==> src/rtl/stopwatch_pkg.sv <==
// Shared stopwatch definitions: lap storage sizing, time-field widths and
// moduli, the time record layout and the lap recorder FSM states.
package stopwatch_pkg;

    localparam int MAX_LAPS = 10;
    localparam int N_TIMERS = 2;
    localparam int CNT_W    = $clog2(MAX_LAPS + 1);

    localparam int HR_W  = 8;
    localparam int MIN_W = 8;
    localparam int SEC_W = 8;
    localparam int MS_W  = 10;

    // Widest field; the shared subtract stage works at this width.
    localparam int FIELD_W = MS_W;

    localparam int MS_MOD  = 1000;
    localparam int SEC_MOD = 60;
    localparam int MIN_MOD = 60;

    typedef struct packed {
        logic [HR_W-1:0]  hours;
        logic [MIN_W-1:0] minutes;
        logic [SEC_W-1:0] seconds;
        logic [MS_W-1:0]  millisec;
    } time_rec_t;

    typedef enum logic [2:0] {
        ST_IDLE   = 3'd0,
        ST_SUB_MS = 3'd1,
        ST_SUB_S  = 3'd2,
        ST_SUB_M  = 3'd3,
        ST_SUB_H  = 3'd4,
        ST_WRITE  = 3'd5
    } lap_state_e;

endpackage

==> src/rtl/mixed_radix_sub_stage.sv <==
// One digit of a mixed-radix subtractor: a - b - borrow_in, wrapped into
// [0, modulus) with a borrow out when the raw result goes negative.
module mixed_radix_sub_stage #(
    parameter int W = 10
) (
    input  logic [W-1:0] a_i,
    input  logic [W-1:0] b_i,
    input  logic         borrow_i,
    input  logic [W-1:0] modulus_i,
    output logic [W-1:0] diff_o,
    output logic         borrow_o
);

    logic [W:0] raw;

    // One extra bit holds the sign of the raw difference.
    always_comb begin
        raw      = {1'b0, a_i} - {1'b0, b_i} - {{W{1'b0}}, borrow_i};
        borrow_o = raw[W];
        diff_o   = raw[W] ? (raw[W-1:0] + modulus_i) : raw[W-1:0];
    end

endmodule

==> src/rtl/lap_recorder.sv <==
// Lap recorder: snapshots the selected timer on a lap press, derives the lap
// delta one time field per cycle, and stores (split, delta) records per timer
// behind a registered, index-addressed read port.
module lap_recorder
    import stopwatch_pkg::*;
(
    input  logic              clk_1kHz,
    input  logic              rst,
    input  logic              lap_btn,
    input  logic              clear,
    input  logic              timer_sel,
    input  logic              running,
    input  logic              countdown,
    input  logic [HR_W-1:0]   cur_hours,
    input  logic [MIN_W-1:0]  cur_minutes,
    input  logic [SEC_W-1:0]  cur_seconds,
    input  logic [MS_W-1:0]   cur_millisec,
    input  logic              rd_timer,
    input  logic [CNT_W-1:0]  rd_index,
    input  logic              rd_delta,
    output logic [HR_W-1:0]   rd_hours,
    output logic [MIN_W-1:0]  rd_minutes,
    output logic [SEC_W-1:0]  rd_seconds,
    output logic [MS_W-1:0]   rd_millisec,
    output logic              rd_valid,
    output logic [CNT_W-1:0]  lap_count0,
    output logic [CNT_W-1:0]  lap_count1,
    output logic              full0,
    output logic              full1,
    output logic              overflow,
    output logic              busy
);

    lap_state_e        state_q, state_d;
    logic              lap_btn_prev_q;
    logic              tgt_q, tgt_d;
    time_rec_t         cap_q, cap_d;
    time_rec_t         prev_q, prev_d;
    time_rec_t         delta_q, delta_d;
    logic              borrow_q, borrow_d;
    logic [CNT_W-1:0]  count_q [N_TIMERS];
    logic              overflow_q;
    logic              rd_valid_q, rd_valid_d;
    time_rec_t         rd_rec_q, rd_rec_d;

    time_rec_t         split_mem [N_TIMERS][MAX_LAPS];
    time_rec_t         delta_mem [N_TIMERS][MAX_LAPS];

    logic [N_TIMERS-1:0] full_vec;
    logic              lap_edge, lap_ok, accept, reject_full, abort, wr_en;
    logic [CNT_W-1:0]  sel_count;
    time_rec_t         prev_snap;

    logic [FIELD_W-1:0] sub_a, sub_b, sub_mod, sub_diff;
    logic               sub_bin, sub_bout;

    // A timer is full once it holds MAX_LAPS records.
    always_comb begin
        for (int t = 0; t < N_TIMERS; t++) begin
            full_vec[t] = (count_q[t] == CNT_W'(MAX_LAPS));
        end
    end

    // Lap qualification: a clear in the same cycle always wins over the lap.
    always_comb begin
        lap_edge    = lap_btn & ~lap_btn_prev_q;
        lap_ok      = lap_edge && (state_q == ST_IDLE) && running && !countdown && !clear;
        accept      = lap_ok && !full_vec[timer_sel];
        reject_full = lap_ok && full_vec[timer_sel];
        abort       = clear && (state_q != ST_IDLE) && (tgt_q == timer_sel);
    end

    // Previous split of the selected timer, or zero for its first lap.
    always_comb begin
        sel_count = count_q[timer_sel];
        prev_snap = '0;
        if (sel_count != '0) begin
            prev_snap = split_mem[timer_sel][sel_count - CNT_W'(1)];
        end
    end

    mixed_radix_sub_stage #(
        .W (FIELD_W)
    ) u_sub_stage (
        .a_i       (sub_a),
        .b_i       (sub_b),
        .borrow_i  (sub_bin),
        .modulus_i (sub_mod),
        .diff_o    (sub_diff),
        .borrow_o  (sub_bout)
    );

    // FSM next state and datapath: one time field is subtracted per state.
    // NOTE: every signal gets a default before the case so no path leaves one
    // unassigned, which would infer a latch.
    always_comb begin
        state_d  = state_q;
        tgt_d    = tgt_q;
        cap_d    = cap_q;
        prev_d   = prev_q;
        delta_d  = delta_q;
        borrow_d = borrow_q;
        sub_a    = '0;
        sub_b    = '0;
        sub_bin  = 1'b0;
        sub_mod  = FIELD_W'(SEC_MOD);
        wr_en    = 1'b0;

        unique case (state_q)
            ST_IDLE: begin
                if (accept) begin
                    state_d        = ST_SUB_MS;
                    tgt_d          = timer_sel;
                    cap_d.hours    = cur_hours;
                    cap_d.minutes  = cur_minutes;
                    cap_d.seconds  = cur_seconds;
                    cap_d.millisec = cur_millisec;
                    prev_d         = prev_snap;
                    delta_d        = '0;
                    borrow_d       = 1'b0;
                end
            end
            ST_SUB_MS: begin
                sub_a            = cap_q.millisec;
                sub_b            = prev_q.millisec;
                sub_mod          = FIELD_W'(MS_MOD);
                delta_d.millisec = sub_diff;
                borrow_d         = sub_bout;
                state_d          = ST_SUB_S;
            end
            ST_SUB_S: begin
                sub_a           = FIELD_W'(cap_q.seconds);
                sub_b           = FIELD_W'(prev_q.seconds);
                sub_bin         = borrow_q;
                sub_mod         = FIELD_W'(SEC_MOD);
                delta_d.seconds = SEC_W'(sub_diff);
                borrow_d        = sub_bout;
                state_d         = ST_SUB_M;
            end
            ST_SUB_M: begin
                sub_a           = FIELD_W'(cap_q.minutes);
                sub_b           = FIELD_W'(prev_q.minutes);
                sub_bin         = borrow_q;
                sub_mod         = FIELD_W'(MIN_MOD);
                delta_d.minutes = MIN_W'(sub_diff);
                borrow_d        = sub_bout;
                state_d         = ST_SUB_H;
            end
            ST_SUB_H: begin
                sub_a   = FIELD_W'(cap_q.hours);
                sub_b   = FIELD_W'(prev_q.hours);
                sub_bin = borrow_q;
                // A negative delta (time went backwards) is clamped to zero.
                if (sub_bout) begin
                    delta_d = '0;
                end else begin
                    delta_d.hours = HR_W'(sub_diff);
                end
                state_d = ST_WRITE;
            end
            ST_WRITE: begin
                wr_en   = 1'b1;
                state_d = ST_IDLE;
            end
            default: begin
                state_d = ST_IDLE;
            end
        endcase

        if (abort) begin
            state_d = ST_IDLE;
            wr_en   = 1'b0;
        end
    end

    // Control and datapath registers.
    // NOTE: sequential state uses non-blocking assignments so every register
    // samples its pre-edge inputs, independent of statement order.
    always_ff @(posedge clk_1kHz) begin
        if (rst) begin
            state_q        <= ST_IDLE;
            lap_btn_prev_q <= 1'b0;
            tgt_q          <= 1'b0;
            cap_q          <= '0;
            prev_q         <= '0;
            delta_q        <= '0;
            borrow_q       <= 1'b0;
            overflow_q     <= 1'b0;
        end else begin
            state_q        <= state_d;
            lap_btn_prev_q <= lap_btn;
            tgt_q          <= tgt_d;
            cap_q          <= cap_d;
            prev_q         <= prev_d;
            delta_q        <= delta_d;
            borrow_q       <= borrow_d;
            overflow_q     <= overflow_q | reject_full;
        end
    end

    // Per-timer record counts: clear takes priority over a completing write.
    always_ff @(posedge clk_1kHz) begin
        if (rst) begin
            for (int t = 0; t < N_TIMERS; t++) begin
                count_q[t] <= '0;
            end
        end else begin
            for (int t = 0; t < N_TIMERS; t++) begin
                if (clear && (timer_sel == 1'(t))) begin
                    count_q[t] <= '0;
                end else if (wr_en && (tgt_q == 1'(t)) && !full_vec[t]) begin
                    count_q[t] <= count_q[t] + CNT_W'(1);
                end
            end
        end
    end

    // Record storage, written at the slot just past the current count.
    // NOTE: the arrays carry no reset; slots beyond the count are never
    // observable because reads are gated by rd_valid.
    always_ff @(posedge clk_1kHz) begin
        if (wr_en) begin
            split_mem[tgt_q][count_q[tgt_q]] <= cap_q;
            delta_mem[tgt_q][count_q[tgt_q]] <= delta_q;
        end
    end

    // Read port selection: out-of-range slots read back as zero.
    always_comb begin
        rd_valid_d = (rd_index < count_q[rd_timer]);
        rd_rec_d   = '0;
        if (rd_valid_d) begin
            rd_rec_d = rd_delta ? delta_mem[rd_timer][rd_index]
                                : split_mem[rd_timer][rd_index];
        end
    end

    // Registered read port, one cycle of latency.
    always_ff @(posedge clk_1kHz) begin
        if (rst) begin
            rd_valid_q <= 1'b0;
            rd_rec_q   <= '0;
        end else begin
            rd_valid_q <= rd_valid_d;
            rd_rec_q   <= rd_rec_d;
        end
    end

    assign rd_hours    = rd_rec_q.hours;
    assign rd_minutes  = rd_rec_q.minutes;
    assign rd_seconds  = rd_rec_q.seconds;
    assign rd_millisec = rd_rec_q.millisec;
    assign rd_valid    = rd_valid_q;
    assign lap_count0  = count_q[0];
    assign lap_count1  = count_q[1];
    assign full0       = full_vec[0];
    assign full1       = full_vec[1];
    assign overflow    = overflow_q;
    assign busy        = (state_q != ST_IDLE);

endmodule

==> config.mk <==
export PLATFORM = sky130hd
export DESIGN_NAME = lap_recorder
export DESIGN_NICKNAME = d
export VERILOG_FILES = /design/src/rtl/stopwatch_pkg.sv /design/src/rtl/mixed_radix_sub_stage.sv /design/src/rtl/lap_recorder.sv
export SDC_FILE = /design/constraint.sdc
export NUM_CORES = 2
export LEC_CHECK = 0
export BUFFER_PORTS_ARGS = -buffer_cell sky130_fd_sc_hd__buf_2
export CAP_MARGIN = 20
export CORE_ASPECT_RATIO = 2
export CORE_MARGIN = 2
export CORE_UTILIZATION = 57
export CTS_CLUSTER_DIAMETER = 100
export CTS_CLUSTER_SIZE = 20
export DETAILED_ROUTE_END_ITERATION = 16
export HOLD_SLACK_MARGIN = 0.08
export PLACE_DENSITY = 0.79
export SETUP_SLACK_MARGIN = 0.5
export SKIP_LAST_GASP = 1
export SLEW_MARGIN = 20
export SYNTH_ARGS = -nofsm -noshare
export SYNTH_HDL_FRONTEND = slang
export SYNTH_SLANG_ARGS = --single-unit
export TNS_END_PERCENT = 20
==> constraint.sdc <==
create_clock -name clk_1kHz -period 6.65 [get_ports clk_1kHz]
set_input_delay 0 -clock clk_1kHz [delete_from_list [all_inputs] [get_ports clk_1kHz]]
set_output_delay 0 -clock clk_1kHz [all_outputs]
set_load 0.05 [all_outputs]
==> impl_summary.txt <==
----------------------------------------------------
[Status]
  Status ... completed

[Timing]
  Share of the cycle needed by the critical path after routing ... 0.7593
  Hold Vio Cnt, Final ... 0
  Largest clock skew in the final design ... 0.02881 ns
  Worst-margin pin slew ... 1.195 ns
  Headroom to the max-slew limit ... 0.2019
  Setup violations, final ... 0
  Final critical-path required period ... 5.049 ns
  Max-slew violation total from the final report ... 0
  Hold slack ... 0.1174 ns
  RSZ-0062 raised after global routing ... false
  Timing-limited maximum frequency ... 198.1 MHz

[Yosys]
  Proportion of synthesized chip area in sequential cells ... 0.6790
  Synth Warn # ... 0
  Most common cell in the synthesized netlist ... sky130_fd_sc_hd__edfxtp_1
  Main synth FF type ... sky130_fd_sc_hd__edfxtp_1
  Number of unique standard cell types used by synthesis ... 63
  Cell accounting for the most synthesized area ... sky130_fd_sc_hd__edfxtp_1
  Most common library cells after synthesis ... sky130_fd_sc_hd__edfxtp_1, sky130_fd_sc_hd__mux4_2, sky130_fd_sc_hd__mux2i_1
  EDFF count, synth ... 1368
  Area share of the leading cell type in the synthesized netlist ... 0.6341
  Post-Syn Instances ... 3571
  Leading cell types by total area after synthesis ... sky130_fd_sc_hd__edfxtp_1, sky130_fd_sc_hd__mux4_2, sky130_fd_sc_hd__mux2i_1, sky130_fd_sc_hd__dfxtp_1, sky130_fd_sc_hd__a21oi_1
  Net Count, Synth ... 3651
  Register bit count reported by yosys ... 1513
  Area of the mapped netlist ... 0.06478 mm^2
  Async SR Flop Fraction ... 0
  Post-Synthesis Mean Instance Area ... 18.14 um^2

[Finish]
  Total number of nets in the final design ... 3729
  Final antenna diode count ... 0
  Fraction of final layout cells with drive strength greater than 1 ... 0.2203
  Total area of sequential cells ... 0.04398 mm^2
  Area Overhead vs Synth ... 8.535%
  Multi-input combinational cell area ... 0.01989 mm^2
  Number of fill cells ... 7757
  Final cell area excluding filler cells ... 0.07031 mm^2
  Post-route non-filler standard cell count ... 5221

[GRT]
  GRT overflow ... 0
  First-pass GRT wire length ... 247800 um
  Number of global-route vias before repair ... 36868
  Largest net degree at the start of global routing ... 99
  Tot GR Track Use ... 0.2937
  Number of antenna violations at the first check in global routing ... 2

[Die]
  Core area ... 0.1132 mm^2
  Starting Density ... 0.5722
  Horizontal die dimension ... 242.4 um
  Number of top-level design ports ... 94
  Die boundary height ... 480.8 um
  Floorplan row count ... 175
  Die Area ... 0.1165 mm^2

[Setup path]
  Path type of the worst setup path ... reg -> reg
  Launching element of the worst setup path ... state_q[2]
  Critical path startpoint category ... register
  Data arrival time of the worst path ... 5.70 ns
  Longest individual stage delay on the worst path ... 0.69 ns
  Required time of the critical path ... 7.30 ns
  Source of the worst register-to-register timing path ... state_q[2]
  Cell family contributing the most delay on the critical path ... compound AO/OA/AOI/OAI gates
  Critical Path, Cell by Cell ... and3b_1, a22o_1, a221o_1, fa_1, fa_1, nand2_1, a21oi_1, xnor2_1, ha_1, nor2_1, o2111a_1, a211oi_1, a2111oi_0, a211oi_1, o21ai_0, a21oi_1
  Combined buffer and inverter count along the critical path ... 0
  Cell type of the slowest stage on the worst timing path ... sky130_fd_sc_hd__dfxtp_1
  Crit end category ... register
  FF-to-FF setup slack ... 1.60 ns
  Max Fanout on Critical Path ... 19

[Placement]
  Port buffer count ... 93
  Placed instance count ... 5001
  Final Wtd Congestion ... 0.9233
  Detailed Place HPWL ... 93770 um
  Area of placed instances ... 0.06717 mm^2

[Clock tree]
  Number of sinks driven by the clock tree ... 1513
  CTS tree ... built
  Number of gates resized after cts ... 0
  H-Tree Level Count ... 3
  Clk buf depth ... 3
  Clock-pin slew on the worst setup and hold paths ... 0.09 ns
  Clock buffers created by TritonCTS ... 85
  Worst skew pair latency ... 0.73 ns
  Post-CTS Setup Inserts ... 0
  Root cell of the clock tree ... sky130_fd_sc_hd__clkbuf_16

[Detailed routing]
  Starting DRC count in detailed routing ... 4717
  Total Wirelength ... 169700 um
  DRC errors left ... 0
  Per-cell routed wire length ... 32.51 um
  DRT antenna net count ... 0
  Drt first pass iters ... 5
  Via total after detailed routing ... 35945
  Via density per instance ... 6.885

[Worst hold path]
  Launch instance of the worst min-delay path ... cur_seconds[3]
  Type of the tightest min-delay check ... in -> reg

[Power and ir drop]
  Peak supply drop ... 0.3736 mV
  Pwr Density ... 239.5 mW/mm^2
  Leakage power summed over all cells ... 0.02367 uW

[Run]
  Number of maximum-capacitance violations ... 0

----------------------------------------------------
layout by cell type (no fill, tap or decap), types with 5 or more instances in the layout:
| cell | n |
|---|---|
| sky130_fd_sc_hd__a21oi_1 | 200 |
| sky130_fd_sc_hd__nor2_4 | 19 |
| sky130_fd_sc_hd__a211oi_1 | 38 |
| sky130_fd_sc_hd__nand3_1 | 79 |
| sky130_fd_sc_hd__buf_2 | 87 |
| sky130_fd_sc_hd__nand3b_1 | 6 |
| sky130_fd_sc_hd__buf_4 | 71 |
| sky130_fd_sc_hd__clkbuf_1 | 62 |
| sky130_fd_sc_hd__a221oi_1 | 7 |
| sky130_fd_sc_hd__buf_12 | 13 |
| sky130_fd_sc_hd__mux2i_1 | 349 |
| sky130_fd_sc_hd__nor2b_1 | 39 |
| sky130_fd_sc_hd__a31oi_1 | 6 |
| sky130_fd_sc_hd__xnor2_1 | 10 |
| sky130_fd_sc_hd__dlygate4sd3_1 | 65 |
| sky130_fd_sc_hd__mux2_2 | 35 |
| sky130_fd_sc_hd__o21ai_0 | 55 |
| sky130_fd_sc_hd__mux4_2 | 476 |
| sky130_fd_sc_hd__and2_1 | 5 |
| sky130_fd_sc_hd__nor2_1 | 150 |
| sky130_fd_sc_hd__clkbuf_16 | 88 |
| sky130_fd_sc_hd__ha_1 | 30 |
| sky130_fd_sc_hd__xor2_1 | 5 |
| sky130_fd_sc_hd__a22o_1 | 18 |
| sky130_fd_sc_hd__nor3_1 | 10 |
| sky130_fd_sc_hd__a221o_1 | 8 |
| sky130_fd_sc_hd__dfxtp_1 | 145 |
| sky130_fd_sc_hd__nand2b_1 | 12 |
| sky130_fd_sc_hd__edfxtp_1 | 1368 |
| sky130_fd_sc_hd__or3_1 | 5 |
| sky130_fd_sc_hd__inv_1 | 32 |
| sky130_fd_sc_hd__nand2_1 | 138 |
logic make-up after synthesis:
family,Yosys count,synth area share
DFF,1513,0.6790
muxes,860,0.2255
and+or+nand+nor,492,0.03438
AOI/OAI and AO/OA,373,0.03481
buffers and inverters,283,0.01746
adders and majority gates,33,0.006606
xor gates and xnor gates,17,0.002298
report_power, final:
part	leakage (uW)	internal (uW)	switching [uW]
Clock	0.00118	2510	2970
Combinational	0.00724	434	653
Sequential	0.0152	10200	38.7
Total	0.0237	13200	3670
through the flow:
step | total power [uW] | util | worst slack (ns) | setup TNS [ns]
finish | 16840 | 0.6211 | 1.601 | 0
global route | 17220 | 0.6211 | 1.318 | 0
CTS | 16860 | 0.6211 | 1.734 | 0
detailed placement | 11530 | 0.5934 | 1.767 | 0
global placement | 11520 | 0.5934 | 1.877 | 0
floorplan | 11190 | - | -0.6016 | -40.91
repair_timing:
item	4_1_cts	5_1_grt
hold buffers	65	0
endpoints found under the setup margin	0	0
endpoints found under the hold margin	95	0
metal layers:
metal,wire (um),share of wire,global-route usage,vias to the layer above
met5,23,0.00014,0,-
met2,85680,0.50,0.4942,2116
li1,-,-,-,14580
met3,15360,0.090,0.04293,378
met4,6471,0.038,0.1117,4
met1,62190,0.37,0.3925,18867
final timing paths:
check	endpoint	cells past startpoint
hold / removal	cap_q[13]	4
hold reg to reg	prev_q[9]	2
setup reg to reg	delta_q[17]	16
setup / recovery	delta_q[17]	16
layout make-up:
| type | count | share of cell area |
|---|---|---|
| Multi-Input combinational cell | 1775 | 0.2829 |
| Inverter | 33 | 0.001762 |
| Sequential cell | 1513 | 0.6256 |
| Tap cell | 1504 | 0.02676 |
| Clock inverter | 5 | 0.0007296 |
| Timing Repair Buffer | 241 | 0.02767 |
| Clock buffer | 150 | 0.03463 |
state kept, by name, indices dropped and copies added, names as in the netlist, 3 cells and up, named ones only:
register     count
count_q          8
delta_q         34
rd_seconds       8
rd_hours         8
split_mem      680
cap_q           34
prev_q          34
state_q          3
delta_mem      680
rd_millisec     10
rd_minutes       8
worst min-delay path, delay by kind of cell:
family          cells  cell delay (ns)
buf+inv             2             0.65
compound gates      1             0.06
simple gates        1             0.07
Power figures use the tool's default switching activity.
